--- config.mk ---
export PLATFORM = sky130hd
export DESIGN_NAME = mips_multicycle_core
export DESIGN_NICKNAME = d
export VERILOG_FILES = /design/src/rtl/mips_multicycle_core.sv
export SDC_FILE = /design/constraint.sdc
export NUM_CORES = 2
export LEC_CHECK = 0
export CORE_UTILIZATION = 53
export CTS_CLUSTER_DIAMETER = 100
export DETAILED_ROUTE_END_ITERATION = 8
export PLACE_DENSITY = 0.7
export SLEW_MARGIN = 20
export SYNTH_ARGS = -nofsm -noshare
export SYNTH_HDL_FRONTEND = slang
export SYNTH_SLANG_ARGS = --single-unit
--- constraint.sdc ---
create_clock -name clk -period 103.7 [get_ports clk]
set_input_delay 20.74 -clock clk [delete_from_list [all_inputs] [get_ports clk]]
set_output_delay 20.74 -clock clk [all_outputs]
set_load 0.005 [all_outputs]
--- src/rtl/mips_multicycle_core.sv ---
// mips_multicycle_core: multicycle MIPS subset core sharing one ALU and one req/ready memory port.
module mips_multicycle_core #(
  parameter logic [31:0] RESET_PC        = 32'h0000_0000,
  parameter bit          HALT_ON_ILLEGAL = 1'b1
) (
  input  logic        clk,
  input  logic        rst,
  output logic        mem_req,
  output logic        mem_we,
  output logic [31:0] mem_addr,
  output logic [31:0] mem_wdata,
  input  logic [31:0] mem_rdata,
  input  logic        mem_ready,
  output logic [31:0] pc,
  output logic        instr_retired,
  output logic        halted
);
  typedef enum logic [3:0] {
    FETCH, DECODE, MEMADR, MEMRD, MEMWB, MEMWR, EXEC,
    ALUWB, BRANCH, ADDIEX, ADDIWB, JUMP, ILLEGAL, HALT
  } state_e;
  state_e      state_q, state_d;
  logic [31:0] pc_q, pc_d, ir_q, ir_d, mdr_q, mdr_d, a_q, a_d, b_q, b_d, alu_q, alu_d;
  logic [31:0] rf_q [32];
  logic        rf_we;
  logic [4:0]  rf_wa;
  logic [31:0] rf_wd;
  logic [5:0]  op, funct, alu_f;
  logic [4:0]  rs, rt, rd;
  logic [31:0] imm, alu_a, alu_b, alu_y;
  logic        funct_ok;
  assign op       = ir_q[31:26];
  assign rs       = ir_q[25:21];
  assign rt       = ir_q[20:16];
  assign rd       = ir_q[15:11];
  assign funct    = ir_q[5:0];
  assign imm      = {{16{ir_q[15]}}, ir_q[15:0]};
  assign funct_ok = funct inside {6'h20, 6'h22, 6'h24, 6'h25, 6'h2A};
  // Single ALU: pc+4 in FETCH, branch target in DECODE, otherwise A against B or imm
  always_comb begin
    alu_a = (state_q == FETCH || state_q == DECODE) ? pc_q : a_q;
    alu_b = state_q == FETCH ? 32'd4 : state_q == DECODE ? {imm[29:0], 2'b00} : state_q == EXEC ? b_q : imm;
    alu_f = state_q == EXEC ? funct : 6'h20;
    alu_y = alu_f == 6'h22 ? alu_a - alu_b :
            alu_f == 6'h24 ? alu_a & alu_b :
            alu_f == 6'h25 ? alu_a | alu_b :
            alu_f == 6'h2A ? {31'b0, $signed(alu_a) < $signed(alu_b)} : alu_a + alu_b;
  end
  always_ff @(posedge clk or posedge rst)
    if (rst) state_q <= FETCH;
    else state_q <= state_d;
  always_comb begin
    state_d = state_q;
    case (state_q)
      FETCH:   state_d = mem_ready ? DECODE : FETCH;
      DECODE:  state_d = (op == 6'h23 || op == 6'h2B) ? MEMADR : op == 6'h00 ? EXEC :
                         op == 6'h04 ? BRANCH : op == 6'h08 ? ADDIEX : op == 6'h02 ? JUMP : ILLEGAL;
      MEMADR:  state_d = op == 6'h23 ? MEMRD : MEMWR;
      MEMRD:   state_d = mem_ready ? MEMWB : MEMRD;
      MEMWR:   state_d = mem_ready ? FETCH : MEMWR;
      EXEC:    state_d = funct_ok ? ALUWB : ILLEGAL;
      ADDIEX:  state_d = ADDIWB;
      ILLEGAL: state_d = HALT_ON_ILLEGAL ? HALT : FETCH;
      HALT:    state_d = HALT;
      default: state_d = FETCH;
    endcase
  end
  // mem_req is gated by rst because the reset state FETCH would otherwise request
  always_comb begin
    mem_req       = !rst && (state_q == FETCH || state_q == MEMRD || state_q == MEMWR);
    mem_we        = !rst && state_q == MEMWR;
    mem_addr      = state_q == FETCH ? pc_q : alu_q;
    mem_wdata     = b_q;
    pc            = pc_q;
    instr_retired = (state_q inside {MEMWB, ALUWB, BRANCH, ADDIWB, JUMP}) ||
                    (state_q == MEMWR && mem_ready) || (state_q == ILLEGAL && !HALT_ON_ILLEGAL);
    halted        = state_q == HALT;
  end
  always_comb begin
    pc_d  = pc_q;
    ir_d  = ir_q;
    mdr_d = mdr_q;
    a_d   = a_q;
    b_d   = b_q;
    alu_d = alu_q;
    rf_we = 1'b0;
    rf_wa = rt;
    rf_wd = alu_q;
    case (state_q)
      FETCH:                begin ir_d = mem_ready ? mem_rdata : ir_q; pc_d = mem_ready ? alu_y : pc_q; end
      DECODE:               begin a_d = rf_q[rs]; b_d = rf_q[rt]; alu_d = alu_y; end
      MEMADR, EXEC, ADDIEX: alu_d = alu_y;
      MEMRD:                mdr_d = mem_ready ? mem_rdata : mdr_q;
      MEMWB:                begin rf_we = 1'b1; rf_wd = mdr_q; end
      ALUWB:                begin rf_we = 1'b1; rf_wa = rd; end
      ADDIWB:               rf_we = 1'b1;
      BRANCH:               pc_d = a_q == b_q ? alu_q : pc_q;
      JUMP:                 pc_d = {pc_q[31:28], ir_q[25:0], 2'b00};
      default:              ;
    endcase
  end
  always_ff @(posedge clk or posedge rst)
    if (rst) begin
      pc_q  <= RESET_PC;
      ir_q  <= '0;
      mdr_q <= '0;
      a_q   <= '0;
      b_q   <= '0;
      alu_q <= '0;
    end else begin
      pc_q  <= pc_d;
      ir_q  <= ir_d;
      mdr_q <= mdr_d;
      a_q   <= a_d;
      b_q   <= b_d;
      alu_q <= alu_d;
    end
  // Register 0 is never written, so it always reads back as zero
  always_ff @(posedge clk or posedge rst)
    if (rst) for (int i = 0; i < 32; i++) rf_q[i] <= '0;
    else if (rf_we && rf_wa != 5'd0) rf_q[rf_wa] <= rf_wd;
endmodule

==> metrics.yaml <==
status: "complete, no violations"
ys_seq_area_frac: 0.4554
overflow: 0
critPathTopFamily: "buffers and inverters"
antenna_cells: 0
drtAntennaViolNets: 0
wirelength_um: 225100
slew-limit-headroom: 0.2010
drt_iter0_drc: 6672
final_cells: 7676
async_flop_share: 1.000
tightest_slew_ns: 1.199
vias_per_cell: 6.687
cts_root_buf: "clkbuf_16"
cp_slowest_stage_delay_ns: 0.63
drive_gt1_frac: 0.1930
worst_ep_required_time_ns: 82.96
fill_cells: 10119
p_per_area_nw_per_um2: 36.81
wire_per_inst_um: 29.32
p_leak_uw: 0.03180
cts.sinks: 1220
critPathMaxFanout: 3
die_y_um: 357.7
gpl.final_weighted_congestion: 1.010
report.final.slew_viol_count: 0
vias: 51329
met3_length_um: 24920
areaGrowthSynthToFinish_pct: 9.746
wl_met1_um: 85960
maxUsedRoutingLayer: "met4"
ys_types: 97
dieArea_um2: 127900
row_count: 130
final_nets: 6058
path_cells: "clkdlybuf4s50_1 -> a2111oi_0 -> clkdlybuf4s50_1"
io_buffer_count: 134
core_um2: 125600
dr_wl_met2_um: 102900
skew_ns: 0.04449
critPathKind: "input port to output port"
fin_area_um2: 73580
startpoint_type: "input port"
clkTransAtPathRegs_ns: 0.06
h-tree-depth: 3
tns_ns: 0
min_period_ns: 43.19
insertion_delay_ns: 0.77
antenna_found_initial: 0
synth_fp_nets: 6280
drc: 0
max_cap_violations: 0
post_cts_buffers: 0
rsz0062_at_grt: "false"
syn_inst: 6147
ctsHoldBuffers: 0
cts_buffers: 121
die_w_um: 357.7
fmax_ghz: 0.02315
start_util: 0.5339
dp_cells: 7452
synth_area_um2: 67040
cts_tree: "done"
grt_pass1_wl_um: 333700
hold_viol_final: 0
crit_top_cell: "clkdlybuf4s50_1"
worstHoldPathType: "flip-flop to flip-flop"
pin_count: 135
synth-warning-count: 0
end_kind: "output port"
finalCritPeriodShare: 0.4165
grt_use_total: 0.3559
cts_resized: 0
avgSynthCellArea_um2: 10.91
ir_worst_vdd_uv: 34.85
grt_pass1_vias: 49992
crit_buf_inv: 2
grt_start_max_net_pins: 183
synth_edf_count: 0
critPathSlowestCell: "clkdlybuf4s50_1"
dpl.hpwl_um: 136100
ys_ff_latch: 1220
cts_buffer_depth: 3
total_power_uw: 2709
place_area_um2: 69310
ys.flop_type: "dfrtp_1"
cp.arrival_ns: 22.45
finalSetupViolations: 0
drtPass1Iterations: 6
-- path summary, 6_finish.rpt --
kind / start / endpoint / slack (ns) / depth (start not counted)
worst max-delay path: rst / mem_req / 60.51 / 3
worst min-delay path: rf_q[1018] / rf_q[1018] / 0.39 / 0
worst max register to register: state_q[1] / pc[23] / 97.62 / 14
worst min register to register: rf_q[1018] / rf_q[1018] / 0.39 / 0
max in group asynchronous: rst / rf_q[346] / 79.93 / 5
min in group asynchronous: rst / state_q[0] / 20.57 / 2
-- area by class of cell --
type	instances	area (um^2)	area share
flip-flops and latches	1220	30560	0.4154
multi-input cells	4220	33980	0.4618
well taps	1650	2064	0.02806
repair buffers	251	2293	0.03117
clock inverters	51	644.4	0.008758
inverters	111	429.2	0.005833
clock buffers	173	3606	0.04901
-- synth_stat cells, types with 7 or more instances --
library cell / count / area (um^2)
mux2_2: 72 / 810.8
buf_1: 29 / 108.9
nor2_1: 633 / 2376
nor2b_1: 14 / 87.58
clkbuf_1: 390 / 1464
nand3_1: 33 / 165.2
a22oi_1: 25 / 187.7
dfrtp_1: 1220 / 30530
a211oi_1: 15 / 112.6
a21oi_1: 590 / 2953
nor3_1: 24 / 120.1
or3_1: 15 / 93.84
a21o_1: 38 / 285.3
o21ai_1: 19 / 95.09
nand4_1: 10 / 62.56
nand2b_1: 33 / 206.5
o211ai_1: 36 / 270.3
o21bai_1: 10 / 75.07
o21a_1: 21 / 157.7
nor4_1: 13 / 81.33
o221ai_1: 9 / 78.83
xor2_1: 37 / 324.1
o31ai_1: 11 / 82.58
mux4_2: 640 / 14410
nor2_2: 8 / 50.05
inv_1: 110 / 412.9
nand2_1: 866 / 3251
a31oi_1: 50 / 312.8
buf_2: 168 / 840.8
o21ai_0: 635 / 3178
and2_1: 9 / 56.30
xnor2_1: 21 / 183.9
mux2i_1: 103 / 1031
nor2_4: 7 / 78.83
o22ai_1: 11 / 68.82
ha_1: 96 / 1201
-- logic make-up (layout without fill, tap and decap cells) --
logic type,count (synthesis),in the layout,share of synthesized area
AND/OR/NAND/NOR,1702,1702,0.1039
AO/OA/AOI/OAI,1545,1545,0.1285
flip-flops,1220,1220,0.4554
multiplexers,817,817,0.2429
buffers and inverters,707,586,0.04326
adder cells (fa/ha/maj),98,98,0.01851
XOR/XNOR,58,58,0.007577
-- per-stage QoR --
stage	utilization	hold WS (ns)	setup WS, ns
floorplan	-	0.4413	48.59
global placement	0.5519	0.3763	60.64
detailed placement	0.5519	0.3833	60.56
CTS	0.5858	0.3969	60.55
global route	0.5859	0.4042	60.49
finish	0.5859	0.3945	60.51
-- cell usage in the layout (no fill, tap or decap), types with 25 or more instances in the layout --
master           count
o211ai_1            36
ha_1                96
inv_1              108
a22oi_1             25
buf_4              109
nand2_1            849
clkinv_2            28
clkbuf_16          123
nor2_1             632
mux2i_2             31
nand2b_1            32
dfrtp_1           1211
a21oi_1            589
clkdlybuf4s50_1    134
mux2i_1             71
a21o_1              38
xor2_1              37
a31oi_1             50
clkbuf_8            34
mux2_2              72
o21ai_0            635
mux4_2             640
nand3_1             32
-- flip-flops by register name (all words and copies together) (netlist names) --
signal	count
mdr_q	32
state_q	4
rf_q	1024
a_q	32
ir_q	32
alu_q	32
pc	32
mem_wdata	32
-- worst reg2reg max path: cells and delay by family (launching register included) --
family	cells	cell delay, ns
AOI/OAI and AO/OA	6	2.02
and+or+nand+nor	6	1.73
DFF	1	0.92
buffers and inverters	1	0.79
adders and majority gates	1	0.50
-- routing by layer --
metal	global-route usage	vias to the layer above
met5	0	-
met4	0.1659	0
met3	0.08656	568
met2	0.5429	2921
met1	0.4847	26126
li1	-	21714
-- power breakdown --
group	switching [uW]	leakage (uW)	total, uW	internal, uW
sequential	177	0.0163	816	640
clock	197	0.00212	470	273
combinational	822	0.0134	1420	600
total	1200	0.0318	2710	1510
Power figures use the tool's default switching activity.
